### src/rtl/parity_lane_accumulator_if.sv
// Handshake/bus bundle between the last datapath stage, parity accumulator and parity output buffer.
// Latency: none (wires only). Backpressure: p_ready from the output buffer.
// PARITY_INIT_EN adds the p_init seed vector.
interface parity_lane_accumulator_if #(
  parameter int LANES = 16,
  parameter int CNT_W = 4
);
  logic             start;
  logic             w_valid;
  logic [LANES-1:0] w;
`ifdef PARITY_INIT_EN
  logic [LANES-1:0] p_init;
`endif
  logic [LANES-1:0] p_out;
  logic             p_valid;
  logic             p_ready;
  logic             busy;
  logic [CNT_W-1:0] word_cnt;
  logic             drop_err;

  modport master (
`ifdef PARITY_INIT_EN
    output p_init,
`endif
    output start, w_valid, w, p_ready,
    input  p_out, p_valid, busy, word_cnt, drop_err
  );

  modport slave (
`ifdef PARITY_INIT_EN
    input  p_init,
`endif
    input  start, w_valid, w, p_ready,
    output p_out, p_valid, busy, word_cnt, drop_err
  );
endinterface

### src/rtl/parity_lane_accumulator.sv
// LANES-wide GF(2) parity accumulator over DEPTH-word frames; PARITY_INIT_EN seeds acc from p_init.
// Latency: p_valid one clock after the last accepted word; p_out is the accumulator register.
// Backpressure: HOLD until p_ready; words arriving outside ACC are dropped and flagged in drop_err.
module parity_lane_accumulator #(
  parameter int LANES = 16,
  parameter int DEPTH = 16,
  parameter int CNT_W = $clog2(DEPTH)
) (
  input  logic clk,
  input  logic rst,
  parity_lane_accumulator_if.slave bus
);

  typedef enum logic [1:0] {
    IDLE = 2'd0,
    ACC  = 2'd1,
    HOLD = 2'd2
  } state_e;

  localparam logic [CNT_W-1:0] LAST = CNT_W'(DEPTH - 1);

  state_e           state_q, state_d;
  logic [LANES-1:0] acc_q, acc_d;
  logic [CNT_W-1:0] cnt_q, cnt_d;
  logic             drop_q, drop_d;
  logic [LANES-1:0] init;
  logic             do_start;

`ifdef PARITY_INIT_EN
  assign init = bus.p_init;
`else
  assign init = '0;
`endif

  // In HOLD a start only counts when it coincides with the output handshake.
  assign do_start = bus.start && ((state_q != HOLD) || bus.p_ready);

  always_comb begin
    state_d = state_q;
    acc_d   = acc_q;
    cnt_d   = cnt_q;
    drop_d  = drop_q;
    if (do_start) begin
      acc_d   = init ^ (bus.w_valid ? bus.w : '0);
      cnt_d   = CNT_W'(bus.w_valid);
      drop_d  = 1'b0;
      state_d = ACC;
    end else begin
      case (state_q)
        IDLE: begin
          if (bus.w_valid) drop_d = 1'b1;
        end
        ACC: begin
          if (bus.w_valid) begin
            acc_d = acc_q ^ bus.w;
            // Counter saturates at DEPTH-1 so it is frozen at that value in HOLD.
            if (cnt_q == LAST) state_d = HOLD;
            else               cnt_d   = cnt_q + CNT_W'(1);
          end
        end
        HOLD: begin
          if (bus.p_ready) state_d = IDLE;
          if (bus.w_valid) drop_d  = 1'b1;
        end
        default: state_d = IDLE;
      endcase
    end
  end

  always_ff @(posedge clk or negedge rst) begin
    if (!rst) begin
      state_q <= IDLE;
      acc_q   <= '0;
      cnt_q   <= '0;
      drop_q  <= 1'b0;
    end else begin
      state_q <= state_d;
      acc_q   <= acc_d;
      cnt_q   <= cnt_d;
      drop_q  <= drop_d;
    end
  end

  assign bus.p_out    = acc_q;
  assign bus.p_valid  = (state_q == HOLD);
  assign bus.busy     = (state_q == ACC);
  assign bus.word_cnt = cnt_q;
  assign bus.drop_err = drop_q;

endmodule

### src/flat_wrapper.sv
// flat-port wrapper written by rule: the top's interface ports become plain ports
module parity_lane_accumulator_flat 
#(
  parameter int LANES = 16,
  parameter int DEPTH = 16,
  parameter int CNT_W = $clog2(DEPTH)
)
  (clk, rst, bus_start, bus_w_valid, bus_w, bus_p_ready, bus_p_out, bus_p_valid, bus_busy, bus_word_cnt, bus_drop_err);
  parity_lane_accumulator_if #(.LANES(LANES), .CNT_W(CNT_W)) bus_i ();
  input  logic clk;
  input  logic rst;
  input wire logic [$bits(bus_i.start)-1:0] bus_start;
  input wire logic [$bits(bus_i.w_valid)-1:0] bus_w_valid;
  input wire logic [$bits(bus_i.w)-1:0] bus_w;
  input wire logic [$bits(bus_i.p_ready)-1:0] bus_p_ready;
  output wire logic [$bits(bus_i.p_out)-1:0] bus_p_out;
  output wire logic [$bits(bus_i.p_valid)-1:0] bus_p_valid;
  output wire logic [$bits(bus_i.busy)-1:0] bus_busy;
  output wire logic [$bits(bus_i.word_cnt)-1:0] bus_word_cnt;
  output wire logic [$bits(bus_i.drop_err)-1:0] bus_drop_err;
  assign bus_i.start = bus_start;
  assign bus_i.w_valid = bus_w_valid;
  assign bus_i.w = bus_w;
  assign bus_i.p_ready = bus_p_ready;
  assign bus_p_out = bus_i.p_out;
  assign bus_p_valid = bus_i.p_valid;
  assign bus_busy = bus_i.busy;
  assign bus_word_cnt = bus_i.word_cnt;
  assign bus_drop_err = bus_i.drop_err;
  parity_lane_accumulator #(.LANES(LANES), .DEPTH(DEPTH), .CNT_W(CNT_W)) u_core (.clk(clk), .rst(rst), .bus(bus_i));
endmodule
### config.mk
export PLATFORM = sky130hd
export DESIGN_NAME = parity_lane_accumulator_flat
export DESIGN_NICKNAME = d
export VERILOG_FILES = /design/src/rtl/parity_lane_accumulator_if.sv /design/src/rtl/parity_lane_accumulator.sv /design/src/flat_wrapper.sv
export SDC_FILE = /design/constraint.sdc
export NUM_CORES = 1
export LEC_CHECK = 0
export CAP_MARGIN = 20
export CORE_MARGIN = 2
export CORE_UTILIZATION = 45
export CTS_CLUSTER_DIAMETER = 60
export DETAILED_ROUTE_END_ITERATION = 8
export PLACE_DENSITY = 0.79
export SYNTH_ARGS = -nofsm -noshare
export SYNTH_HDL_FRONTEND = slang
export SYNTH_SLANG_ARGS = --single-unit
### constraint.sdc
create_clock -name clk -period 1.91 [get_ports clk]
set_clock_uncertainty 0.05 [all_clocks]
set_input_delay 0.382 -clock clk [delete_from_list [all_inputs] [get_ports clk]]
set_output_delay 0.382 -clock clk [all_outputs]
set_load 0.03 [all_outputs]
==> results.py, run 1 <==
metrics = {
    "run_status": {
        "status": "finished, violations left",
        "violations": "design-rule violations",
    },
    "global_routing": {
        "grt_pass1_vias": 1283,
        "grt_overflow": 0,
        "grt_pass1_wl_um": 5580,
        "track_usage_pct": 20.7,
        "grt_max_degree": 24,
        "antenna_found_initial": 0,
    },
    "floorplan": {
        "row_count": 19,
        "ios": 44,
        "die_w_um": 58.7,
        "die_height_um": 58.7,
        "coreArea_um2": 2810,
        "die_area_um2": 3450,
        "start_util_pct": 48.0,
    },
    "logic_synthesis": {
        "syn_inst": 128,
        "synth.distinct_cells": 30,
        "synth_fp_nets": 150,
        "avgSynthCellArea_um2": 10.5,
        "synth_warnings": 0,
        "ys_seq_elements": 23,
        "synth_area_um2": 1350,
        "yosysSeqAreaShare_pct": 42.8,
    },
    "critical_path": {
        "arrival_ns": 1.43,
        "reg2reg_slack_ns": 0.38,
        "worst-r2r-cell-count": 4,
        "r2r-start": "u_core.bus.word_cnt[0]",
        "required_ns": 1.48,
        "critical_path_class": "reg2out",
        "slowest_stage": "clkdlybuf4s50_1",
        "crit_buf_inv": 1,
        "cp.depth": 1,
        "reg2reg_to": "u_core.bus.word_cnt[1]",
        "cp-end-kind": "primary output",
        "crit_path_start_kind": "flop",
        "max_stage_delay_ns": 0.69,
        "worstSetupStartpoint": "u_core.bus.word_cnt[3]",
        "path_cells": "clkdlybuf4s50_1",
        "cp_max_fo": 5,
        "crit_end": "bus_word_cnt[3]",
        "critPathTopFamily": "buffers and inverters",
    },
    "layout": {
        "area_growth_pct": 36.0,
        "nNetsFinal": 194,
        "diodes": 0,
        "drive_above_1_share_pct": 15.8,
    },
    "sta": {
        "period_needed_ns": 1.86,
        "drv_slew": 0,
        "rsz0062_at_grt": "no",
        "clock.fmax_mhz": 537,
        "fin_crit_sh_pct": 97.5,
        "tightest_slew_ns": 0.626,
        "hold_viol": 0,
        "fin_setup_tns_ns": 0,
        "finalSetupViolCount": 0,
        "hold_ws_ns": 0.363,
        "slew_headroom_pct": 58.3,
    },
    "clock_network": {
        "cts_hold_repair.buffers": 0,
        "cts_setup_buffers": 0,
        "clock_path_buffers": 2,
        "clock_latency_ns": 0.31,
        "root_buffer": "clkbuf_4",
        "htreeDepth": 1,
        "clkTransAtPathRegs_ns": 0.13,
        "cts-buffers-inserted": 3,
        "cts_tree": "yes",
        "cts.sinks": 23,
    },
    "job": {
        "cap_violations": 0,
    },
    "power_and_ir_drop": {
        "power_density_nw_per_um2": 657,
        "ir_worst_vdd_v": 0.000304,
        "p_leak_nw": 0.773,
    },
    "routing": {
        "vias_per_cell": 6.13,
        "firstDrtPassIters": 7,
        "drtIter0Drc": 76,
        "drc_errors": 1,
        "routed_wl_um": 3330,
        "drtAntennaViolNets": 0,
        "wl_per_cell_um": 16.5,
        "vias": 1239,
    },
    "placement": {
        "port_buffers": 43,
        "place.gp.congestion": 0.839,
        "dpl.hpwl_um": 2390,
    },
    "min_path": {
        "hp-class": "in2async",
    },
}
power breakdown:
group,switching [mW],internal [mW]
Clock,0.145,0.0815
Sequential,0.0424,0.535
Combinational,0.211,0.187
layout by cell type, fill, tap and decap left out, drive strengths merged:
cell type	netlist	layout
clkdlybuf4s50	0	40
dfrtp	23	23
or3	18	18
nand2	17	17
o221ai	16	16
o211ai	16	16
buf	9	8
inv	4	4
a21oi	4	4
clkbuf	2	4
o31ai	2	2
o21ai	2	2
nand2b	2	2
nor2	2	2
and2b	1	1
nor3b	1	1
and3	1	1
a41o	1	1
a21o	1	1
nand3b	1	1
nand3	1	1
or3b	1	1
o32a	1	1
a2bb2oi	1	1
ha	1	1
dlygate4sd2	0	1
dlymetal6s2s	0	1
sequential cells by signal (all words and copies together) (netlist names):
register and flops:
u_core.bus.drop_err 1, u_core.bus.p_out 16, u_core.bus.word_cnt 4, u_core.state_q 2
final cells by class:
| type | instances | area (um2) |
|---|---|---|
| Fill cell | 244 | 975 |
| Multi-Input combinational cell | 90 | 668 |
| Sequential cell | 23 | 576 |
| Timing Repair Buffer | 50 | 507 |
| Tap cell | 31 | 38.8 |
| Clock buffer | 4 | 26.3 |
| Inverter | 4 | 15.0 |
worst min-delay path by stage:
stage | to | slack, ns | cells after the start
final | u_core.bus.p_out[15] | 0.36 | 2
after detailed placement | u_core.bus.drop_err | 0.45 | 2
after floorplan | u_core.bus.drop_err | 0.04 | 0
after global placement | u_core.bus.drop_err | 0.45 | 2
after CTS | u_core.bus.p_out[3] | 0.36 | 2
after global routing | u_core.bus.p_out[5] | 0.37 | 2
synth_stat cells (all sizes together):
cell type	number	share of area, %
a2bb2oi	1	0.65
clkbuf	2	1.3
dfrtp	23	43
and3	1	0.46
buf	9	5.6
inv	4	1.1
a21oi	4	1.5
or3b	1	0.65
nand2b	2	1.1
nor3b	1	0.93
nand2	17	4.7
o31ai	2	1.1
nand3	1	0.37
o221ai	16	10
a41o	1	0.74
nand3b	1	0.84
or3	18	8.4
o21ai	2	0.74
ha	1	0.93
o32a	1	0.74
and2b	1	0.65
a21o	1	0.56
nor2	2	0.74
o211ai	16	13
kinds of logic after synthesis:
| group | share of synthesized area [%] |
|---|---|
| buffers and inverters | 7.99 |
| and+or+nand+nor | 18.9 |
| DFF | 42.8 |
| adders and majority gates | 0.929 |
| AOI/OAI and AO/OA | 29.5 |
per-stage QoR:
stage	utilization, %	power [mW]	cell area [um2]	worst slack, ns	std cells
finish	65.3	1.20	1830	0.0479	202
global route	65.3	1.25	1830	0.00471	202
CTS	65.0	1.21	1820	0.000630	202
detailed placement	64.1	0.985	1800	0.0917	198
global placement	64.1	0.970	1800	0.173	198
floorplan	-	0.794	1350	0.297	128
layer usage:
metal  up-vias  wire length (um)  track usage [%]
met5         -                 0                0
met4         0                 0             3.25
met3         0               158             3.08
met2        45              1740             38.4
met1       613              1430             26.0
li1        581                 -                -
timing repair:
action | in CTS | in global routing
endpoints found under the hold margin | 0 | 0
gates cloned | 0 | 0
setup endpoints to repair | 1 | 2
resized for setup | 1 | 2
Note: power is estimated with default switching activity, not from simulation.
==> inputs of run 2 (changes only) <==
Settings changed: CORE_UTILIZATION 45 to 55, DONT_BUFFER_PORTS set to 1, PLACE_DENSITY 0.79 to 0.7, SKIP_CTS_REPAIR_TIMING set to 1.
==> run 2 against run 1 <==
Effect of this change:
- the flow now finishes without violations
- global-route usage rose by 2.4 points
- sequential share of layout area grew 10 points
- sequential cell count is the same
- die area fell by 17%
- clock-buffer cell count stayed put
- setup slack improved by 0.081 ns
- final cell count shrank 23%
- first-iteration DRC count shrank 83%
- critical path depth rose by 1
- wire length decreased by 11%
- clock power grew 2%
- largest cell class unchanged
==> results.py, run 2 (synthesized netlist as in run 1, its figures left out) <==
metrics = {
    "sta": {
        "rsz0062_at_grt": "no",
        "fin_crit_sh_pct": 93.3,
        "finalSetupViolCount": 0,
        "fin_setup_tns_ns": 0,
        "clock.fmax_mhz": 561,
        "slew_headroom_pct": 57.1,
        "period_needed_ns": 1.78,
        "tightest_slew_ns": 0.642,
        "setup_ws_ns": 0.128,
        "drv_slew": 0,
        "hold_viol": 0,
    },
    "layout": {
        "diodes": 0,
        "area_growth_pct": 2.70,
        "fillCellCount": 197,
        "largest_register_ffs": 16,
        "final_common_cell": "dfrtp_1",
        "layout_common_cells": "dfrtp_1 (23), or3_1 (18), nand2_1 (17)",
        "nNetsFinal": 151,
        "stdcell_count": 156,
        "drive_above_1_share_pct": 19.5,
    },
    "clock_network": {
        "clock_latency_ns": 0.31,
        "cts-buffers-inserted": 3,
        "htreeDepth": 1,
        "cts.sinks": 23,
        "clkTransAtPathRegs_ns": 0.13,
        "cts_tree": "yes",
        "clock_path_buffers": 2,
        "root_buffer": "clkbuf_4",
    },
    "routing": {
        "vias": 1070,
        "drtAntennaViolNets": 0,
        "wl_per_cell_um": 19.0,
        "drc_errors": 0,
        "routed_wl_um": 2970,
        "firstDrtPassIters": 4,
        "vias_per_cell": 6.86,
        "drtIter0Drc": 13,
    },
    "floorplan": {
        "start_util_pct": 59.7,
        "row_count": 17,
        "coreArea_um2": 2250,
        "die_area_um2": 2860,
        "die_w_um": 53.5,
        "ios": 44,
        "die_height_um": 53.5,
    },
    "critical_path": {
        "reg2reg_slack_ns": 0.34,
        "worst-r2r-cell-count": 4,
        "slowest_stage": "dfrtp_1",
        "required_ns": 1.48,
        "cp_max_fo": 18,
        "reg2reg_to": "u_core.bus.p_out[3]",
        "path_cells": "nand2b_2, inv_1",
        "arrival_ns": 1.35,
        "crit_end": "bus_busy",
        "r2r-start": "u_core.state_q[1]",
        "critical_path_class": "reg2out",
        "crit_path_start_kind": "flop",
        "max_stage_delay_ns": 0.41,
        "cp-end-kind": "primary output",
        "worstSetupStartpoint": "u_core.state_q[1]",
    },
    "global_routing": {
        "grt_pass1_vias": 1057,
        "antenna_found_initial": 0,
        "grt_max_degree": 24,
        "grt_pass1_wl_um": 4870,
        "grt_overflow": 0,
        "track_usage_pct": 23.2,
    },
    "placement": {
        "place.gp.congestion": 0.719,
        "dpl.cell_count": 150,
        "dpl.hpwl_um": 2000,
        "port_buffers": 0,
        "pre_cts_slack_ns": 0.372,
    },
    "run_status": {
        "status": "completed",
    },
    "power_and_ir_drop": {
        "ir_worst_vdd_v": 0.000463,
        "power_density_nw_per_um2": 769,
        "p_clk_share_pct": 21.7,
        "pwr-share-seq_pct": 62.8,
        "p_int_mw": 0.690,
        "comb_power_share_pct": 15.4,
        "p_leak_nw": 0.589,
        "swShare_pct": 35.1,
        "p_sw_mw": 0.373,
    },
    "min_path": {
        "hp-class": "in2reg",
    },
    "job": {
        "cap_violations": 0,
    },
}
==> run 2: changes by cell type in the layout (fill, tap and decap cells not counted), sizes merged <==
cell           delta
dlymetal6s2s      -1
dlygate4sd2       -1
clkdlybuf4s50    -40
buf               -2
dlygate4sd3       +1
==> run 2: worst max-delay path: cells and delay by family, from the launching register on <==
family        cells  cell delay (ns)
buf+inv           1             0.31
flops             1             0.41
simple gates      1             0.32
==> run 2: layout make-up <==
| type | instances | area [um2] | area share [%] |
|---|---|---|---|
| multi-input combinational | 90 | 663 | 48.0 |
| sequential | 23 | 576 | 41.6 |
| timing repair buffer | 7 | 67.6 | 4.89 |
| tap | 28 | 35.0 | 2.53 |
| clock buffer | 4 | 26.3 | 1.90 |
| inverter | 4 | 15.0 | 1.09 |
==> run 2: how the worst min path moves through the flow <==
stage                                        end  cells after the start         from  slack, ns
after floorplan              u_core.bus.drop_err                      0          rst       0.04
after global placement      u_core.bus.p_out[11]                      0          rst       0.04
after detailed placement    u_core.bus.p_out[11]                      0          rst       0.04
after CTS                 u_core.bus.word_cnt[1]                      0          rst      -0.31
after global routing      u_core.bus.word_cnt[0]                      1  bus_w_valid       0.16
final                     u_core.bus.word_cnt[0]                      1  bus_w_valid       0.17
==> run 2: per-stage QoR <==
stage               area [um2]  hold WS, ns  power, mW  util (%)
floorplan                 1350       0.0364      0.794         -
global route              1380        0.160       1.11      61.3
CTS                       1350       -0.308       1.05      60.0
global placement          1330       0.0369      0.814      58.8
finish                    1380        0.174       1.06      61.3
detailed placement        1330       0.0369      0.827      58.8
==> run 2: power groups by stage <==
stage	clock network [mW]	logic, mW	registers [mW]
5_1_grt	0.255	0.182	0.677
6_report	0.231	0.164	0.668
3_3_place_gp	0	0.138	0.676
2_1_floorplan	0	0.119	0.675
3_5_place_dp	0	0.149	0.678
4_1_cts	0.229	0.149	0.669
==> run 2: per-layer routing <==
metal / wire length [um] / up-vias / share of wire, % / track usage [%]
met5: 0 / - / 0 / 0
met4: 21 / 0 / 0.71 / 5.56
met3: 166 / 4 / 5.6 / 3.95
met2: 1460 / 34 / 49 / 39.9
met1: 1320 / 531 / 45 / 29.8
li1: - / 501 / - / -
